File: src/rtl/sram_rw_arbiter_pkg.sv
// Shared constants for the two-requester SRAM arbiter: requester indices,
// requester count and a small index-to-onehot helper.
package sram_rw_arbiter_pkg;

  localparam int NUM_REQ = 2;
  localparam int REQ_A   = 0;
  localparam int REQ_B   = 1;

  function automatic logic [NUM_REQ-1:0] req_onehot(input logic idx);
    return idx ? 2'b10 : 2'b01;
  endfunction

endpackage

File: src/rtl/sram_rr_grant.sv
// Two-way round-robin grant: combinational ready plus the lastGrant register.
// On contention the requester that was not granted most recently wins.
module sram_rr_grant
  import sram_rw_arbiter_pkg::*;
(
  input  logic               clk,
  input  logic               rst,
  input  logic [NUM_REQ-1:0] valid_i,
  output logic [NUM_REQ-1:0] ready_o,
  output logic               grant_idx_o
);

  logic last_grant_q, last_grant_d;

  always_comb begin
    ready_o     = '0;
    grant_idx_o = 1'b0;
    if (!rst) begin
      if (valid_i[REQ_A] && valid_i[REQ_B]) begin
        grant_idx_o = ~last_grant_q;
      end else if (valid_i[REQ_B]) begin
        grant_idx_o = 1'b1;
      end
      if (|valid_i) begin
        ready_o = req_onehot(grant_idx_o);
      end
    end
  end

  assign last_grant_d = (|ready_o) ? grant_idx_o : last_grant_q;

  // Resetting to B hands A the first contended grant.
  always_ff @(posedge clk) begin
    if (rst) begin
      last_grant_q <= 1'(REQ_B);
    end else begin
      last_grant_q <= last_grant_d;
    end
  end

endmodule

File: src/rtl/sram_rw_arbiter.sv
// Arbitrates two command streams onto one single-port SRAM: grant, registered
// command stage (N+1) and response stage aligned with SRAM read data (N+2).
module sram_rw_arbiter
  import sram_rw_arbiter_pkg::*;
#(
  parameter int BYTE_COUNT   = 4,
  parameter int ADDRESS_SIZE = 9
) (
  input  logic                              clk,
  input  logic                              rst,
  input  logic [NUM_REQ-1:0]                reqValid,
  output logic [NUM_REQ-1:0]                reqReady,
  input  logic [NUM_REQ-1:0]                reqWriteEnable,
  input  logic [NUM_REQ*BYTE_COUNT-1:0]     reqWriteMask,
  input  logic [NUM_REQ*ADDRESS_SIZE-1:0]   reqAddress,
  input  logic [NUM_REQ*8*BYTE_COUNT-1:0]   reqDataWrite,
  output logic [NUM_REQ-1:0]                respValid,
  output logic [8*BYTE_COUNT-1:0]           respData,
  output logic                              primarySelect,
  output logic                              primaryWriteEnable,
  output logic [BYTE_COUNT-1:0]             primaryWriteMask,
  output logic [ADDRESS_SIZE-1:0]           primaryAddress,
  output logic [8*BYTE_COUNT-1:0]           primaryDataWrite,
  input  logic [8*BYTE_COUNT-1:0]           primaryDataRead
);

  localparam int WORD_SIZE = 8 * BYTE_COUNT;

  logic                    grant_idx;
  logic                    xfer;
  logic                    g_we;
  logic [BYTE_COUNT-1:0]   g_mask;
  logic [ADDRESS_SIZE-1:0] g_addr;
  logic [WORD_SIZE-1:0]    g_data;

  logic                    sel_q, sel_d;
  logic                    we_q, we_d;
  logic [BYTE_COUNT-1:0]   mask_q, mask_d;
  logic [ADDRESS_SIZE-1:0] addr_q, addr_d;
  logic [WORD_SIZE-1:0]    data_q, data_d;
  logic                    cmd_req_q, cmd_req_d;
  logic [NUM_REQ-1:0]      rv_q, rv_d;
  logic                    rd_read_q, rd_read_d;

  sram_rr_grant u_grant (
    .clk         (clk),
    .rst         (rst),
    .valid_i     (reqValid),
    .ready_o     (reqReady),
    .grant_idx_o (grant_idx)
  );

  assign xfer = |reqReady;

  always_comb begin
    g_we   = reqWriteEnable[REQ_A];
    g_mask = reqWriteMask[BYTE_COUNT-1:0];
    g_addr = reqAddress[ADDRESS_SIZE-1:0];
    g_data = reqDataWrite[WORD_SIZE-1:0];
    if (grant_idx) begin
      g_we   = reqWriteEnable[REQ_B];
      g_mask = reqWriteMask[2*BYTE_COUNT-1:BYTE_COUNT];
      g_addr = reqAddress[2*ADDRESS_SIZE-1:ADDRESS_SIZE];
      g_data = reqDataWrite[2*WORD_SIZE-1:WORD_SIZE];
    end
  end

  // SRAM-facing fields hold their last value while idle; only select drops.
  always_comb begin
    sel_d     = xfer;
    we_d      = xfer ? g_we      : we_q;
    mask_d    = xfer ? g_mask    : mask_q;
    addr_d    = xfer ? g_addr    : addr_q;
    data_d    = xfer ? g_data    : data_q;
    cmd_req_d = xfer ? grant_idx : cmd_req_q;
    rv_d      = sel_q ? req_onehot(cmd_req_q) : '0;
    rd_read_d = sel_q & ~we_q;
  end

  always_ff @(posedge clk) begin
    if (rst) begin
      sel_q     <= 1'b0;
      we_q      <= 1'b0;
      mask_q    <= '0;
      addr_q    <= '0;
      data_q    <= '0;
      cmd_req_q <= 1'b0;
      rv_q      <= '0;
      rd_read_q <= 1'b0;
    end else begin
      sel_q     <= sel_d;
      we_q      <= we_d;
      mask_q    <= mask_d;
      addr_q    <= addr_d;
      data_q    <= data_d;
      cmd_req_q <= cmd_req_d;
      rv_q      <= rv_d;
      rd_read_q <= rd_read_d;
    end
  end

  assign primarySelect      = sel_q;
  assign primaryWriteEnable = we_q;
  assign primaryWriteMask   = mask_q;
  assign primaryAddress     = addr_q;
  assign primaryDataWrite   = data_q;
  assign respValid          = rv_q;
  // SRAM read data arrives in the response cycle itself, so it is passed through.
  assign respData           = rd_read_q ? primaryDataRead : '0;

endmodule
File: config.mk
export PLATFORM = sky130hd
export DESIGN_NAME = sram_rw_arbiter
export DESIGN_NICKNAME = d
export VERILOG_FILES = /design/src/rtl/sram_rw_arbiter_pkg.sv /design/src/rtl/sram_rr_grant.sv /design/src/rtl/sram_rw_arbiter.sv
export SDC_FILE = /design/constraint.sdc
export NUM_CORES = 1
export LEC_CHECK = 0
export CORE_ASPECT_RATIO = 0.75
export CORE_MARGIN = 2
export CORE_UTILIZATION = 36
export DETAILED_ROUTE_END_ITERATION = 12
export PLACE_DENSITY = 0.95
export SETUP_SLACK_MARGIN = 0.2
export SYNTH_ARGS = -nofsm -noshare
export SYNTH_HDL_FRONTEND = slang
export SYNTH_SLANG_ARGS = --single-unit
File: constraint.sdc
create_clock -name clk -period 2.2 [get_ports clk]
set_input_delay 0.44 -clock clk [delete_from_list [all_inputs] [get_ports clk]]
set_output_delay 0.44 -clock clk [all_outputs]
set_load 0.005 [all_outputs]
* Word level (Yosys, flattened, before mapping) *
Cells that the tools add are included.

word-level totals
  register bits = 52
  logic and storage cells = 30

operators by class
  multiplexer cells = 13
  bitwise logic cells = 4
  reductions and logical operators = 4

operator list
  operator             count
  $mux W32             2
  $mux W9              1
  $mux W2              4
  $reduce_or A2 Y1     3
  $mux W1              5
  $mux W4              1
  $not A1 Y1           3
  $and A1 B1 Y1        1
  $logic_and A1 B1 Y1  1

* Longest topological paths before layout *
Gate-level depths: netlist (run 1).

  word-level depth = 7
  depth in mapped cells = 5

* Modules after synthesis *
From an unflattened synthesis (run 1), not the netlist that was laid out.

unflattened totals
  cell total of the unflattened synthesis = 268
  area, all modules = 2,718.9 um^2

modules (own cells, without submodules)
  module           times used  cells an instance  area each (um^2)  sequential area each (um^2)
  sram_rw_arbiter  1           259                2,652.5           1,021.0
  sram_rr_grant    1           9                  66.3              20.0

* Least setup slack after synthesis (run 1) *
No wires, ideal clock.

  kind = input to output
  start = in rst
  end = out reqReady[0]
  arrival time = 1,147 ps
  required time = 1,760 ps
  setup slack = 613 ps
  stages = 3
  path buffers = 2
  path through = buf_2 > buf_1 > and3b_1

between the ends
  cells in the longest elaborated chain, start to end = 1

ends and longest elaborated chain
  item         RTL line               source
  from (decl)  sram_rw_arbiter.sv:10  input logic rst,
  $mux W2      sram_rr_grant.sv:18    if (!rst) begin
  to (decl)    sram_rw_arbiter.sv:12  output logic [NUM_REQ-1:0] reqReady,

No other way between the ends.

* Worst setup path after layout (run 1) *
  start = in primaryDataRead[5]
  end = out respData[5]

between the ends
  cells in the longest elaborated chain, start to end = 1

ends and longest elaborated chain
  item         RTL line                source
  from (decl)  sram_rw_arbiter.sv:24   input logic [8*BYTE_COUNT-1:0] primaryDataRead
  $mux W32     sram_rw_arbiter.sv:109  assign respData = rd_read_q ? primaryDataRead : '0;
  to (decl)    sram_rw_arbiter.sv:18   output logic [8*BYTE_COUNT-1:0] respData,

No other way between the ends.

==> results of run 1 <==
## stage by stage
stage               worst slack [ns]  util, %  cell area [um2]
finish                         0.213     71.6             4960
global route                   0.199     71.6             4960
CTS                            0.201     71.0             4920
detailed placement           0.00340     69.4             4810
global placement              0.0546     69.4             4810
floorplan                      0.613        -             2630
## synthesized netlist by cell type
cell | instances | area share [%]
dfxtp_1 | 52 | 40
inv_1 | 47 | 6.7
a221o_1 | 46 | 18
a2111oi_0 | 37 | 12
and2_1 | 32 | 7.6
clkbuf_1 | 13 | 1.9
a2111oi_2 | 9 | 5.1
buf_6 | 7 | 3.0
buf_2 | 6 | 1.1
buf_4 | 5 | 1.4
nor2_1 | 5 | 0.71
nand2b_1 | 3 | 0.71
and3b_1 | 2 | 0.67
buf_1 | 2 | 0.29
a21oi_1 | 1 | 0.19
nand2_1 | 1 | 0.14
nor3_2 | 1 | 0.38
o21ai_0 | 1 | 0.19
o21bai_1 | 1 | 0.29
## worst max-delay path, stage by stage
cell and delay [ns]:
clkdlybuf4s50_1 0.47, and2_1 0.14, clkdlybuf4s50_1 0.50
## cell families (layout without fill, tap and decap cells)
kind of cell,Yosys count,in the layout,synth area share (%)
buffers and inverters,80,280,14.4
DFF,52,52,39.6
and+or+nand+nor,44,44,10.2
AOI/OAI and AO/OA,95,95,35.7
## flip-flops by register name, indices dropped and copies added, names as in the netlist
| name | count |
|---|---|
| primaryWriteEnable | 1 |
| primaryAddress | 9 |
| cmd_req_q | 1 |
| primaryWriteMask | 4 |
| primarySelect | 1 |
| respValid | 2 |
| rd_read_q | 1 |
| primaryDataWrite | 32 |
| u_grant.last_grant_q | 1 |
## timing repair
action                     4_1_cts  5_1_grt
setup endpoints to repair        9       15
setup buffers                    0        0
pin swaps                        0        1
gates resized for setup          6       16
## worst paths after layout
| kind | from | to | cells after the start |
|---|---|---|---|
| setup / recovery | primaryDataRead[5] | respData[5] | 3 |
| hold reg to reg | primaryWriteEnable | rd_read_q | 1 |
| hold / removal | reqValid[1] | cmd_req_q | 3 |
| setup reg to reg | u_grant.last_grant_q | primaryAddress[0] | 4 |
## power groups by stage
stage	Combinational [W]	Clock [W]	Sequential, W
floorplan	0.000226	0	0.00109
global placement	0.000697	0	0.00109
detailed placement	0.000724	0	0.00109
CTS	0.000726	0.000698	0.00107
global route	0.000773	0.000723	0.00108
finish	0.000722	0.000680	0.00107
## per-layer routing
metal  track usage [%]  vias up  part of all wire, %
met5                 0        -                    0
met4              10.7        0                  2.7
met3              8.29       26                   10
met2              46.7      180                   51
met1              28.5     1456                   37
li1                  -     1423                    -
## cell type report
cell class | instances | area (um2) | area share (%)
clock buffers | 5 | 68.8 | 1.39
repair buffers | 225 | 2280 | 46.0
inverters | 47 | 176 | 3.56
clock inverters | 3 | 46.3 | 0.933
well taps | 98 | 123 | 2.47
flip-flops and latches | 52 | 1040 | 21.0
multi-input cells | 139 | 1230 | 24.7
==> metrics.txt, run 1 <==
Overflow after GRT 0; placed cells 561; Startpoint Class primary input; Worst slew margin 58.0%; drt first pass iters 4; worst skew pair latency 0.30 ns; status complete, no violations; fin. max-slew vios 0; most frequent cells in the layout clkdlybuf4s50_1 (190), dfxtp_1 (52), inv_1 (47); Post-CTS Hold Buffers 0; CP required 1.76 ns; critical path type in -> out; unrepaired setup endpoints after global routing no; CTS Buf Count 5; Worst Setup End Kind primary output; Internal Power 0.00184 W; HP Class in -> reg; MaxCap Viol Count 0; detailed placement HPWL 8.05 mm; vias per cell 5.42; initial antenna violation count 0; Worst Tran Pin Value 0.615 ns; GP Congestion 0.880; Yosys Warn Count 0; cells after synthesis 271; Post-Route Setup TNS 0 ns; hold_ws 0.448 ns; Peak supply drop 343 uV; power density over the cells 499 nW/um2; die height 78.0 um; global-route wire length before repair 16.5 mm; DRT iter0 DRCs 136; max frequency 503 MHz; Net Sw Power 0.000634 W; leading cell type in the layout, fill and taps excluded clkdlybuf4s50_1; core area 6930 um2; fillers 518; Setup Skew 0.00633 ns; port bufs 210; Inserted Diodes 0; Routed Antenna Nets 0; sequential-to-total area share from yosys stat 39.6%; crit share post-route 90.3%; Vias 3085; Setup Viol. Count Final 0; number of global-route vias before repair 3207; DIE AREA 8000 um2; CTS tree yes; Syn Nets 399; row count 26; leak pwr 2.19 nW; post-synth cell types 19; remaining routing DRC violations 0; # IOs 211; crit path DAT 1.55 ns; CTS root buf clkbuf_8; Final Non-Filler Cells 569; width of the die 103 um; syn avg cell area 9.69 um2; #FFs+latches synth 52; Initial Util 37.9%; fin nets 598; Mapped Area 2630 um2; sequential power share 43.3%; CTS sink cnt 52; CP max FO 1; WL final 10.7 mm; final worst path period need 1.99 ns; Clk pwr share 27.5%; average wire per standard cell 18.8 um; CTS clk-pin slew, worst paths 0.10 ns; switching part of the total power 25.6%; clk buf depth 2; H-Tree Depth 2; R2R Setup Slk 0.68 ns; Tot Pwr 0.00247 W; gr usage total 26.3%; final hold violations 0; Comb pwr share 29.2%; share of post-route cells with drive strength above 1 8.28%; largest net degree at the start of global routing 47; Area Growth Syn to Fin 88.9%
No activity file was read; power rests on OpenSTA's default activity.
==> inputs of run 2 (changes only) <==
- CAP_MARGIN: not set -> 20
==> results of run 2 <==
Final layout, timing and power as in run 1 (identical DEF).
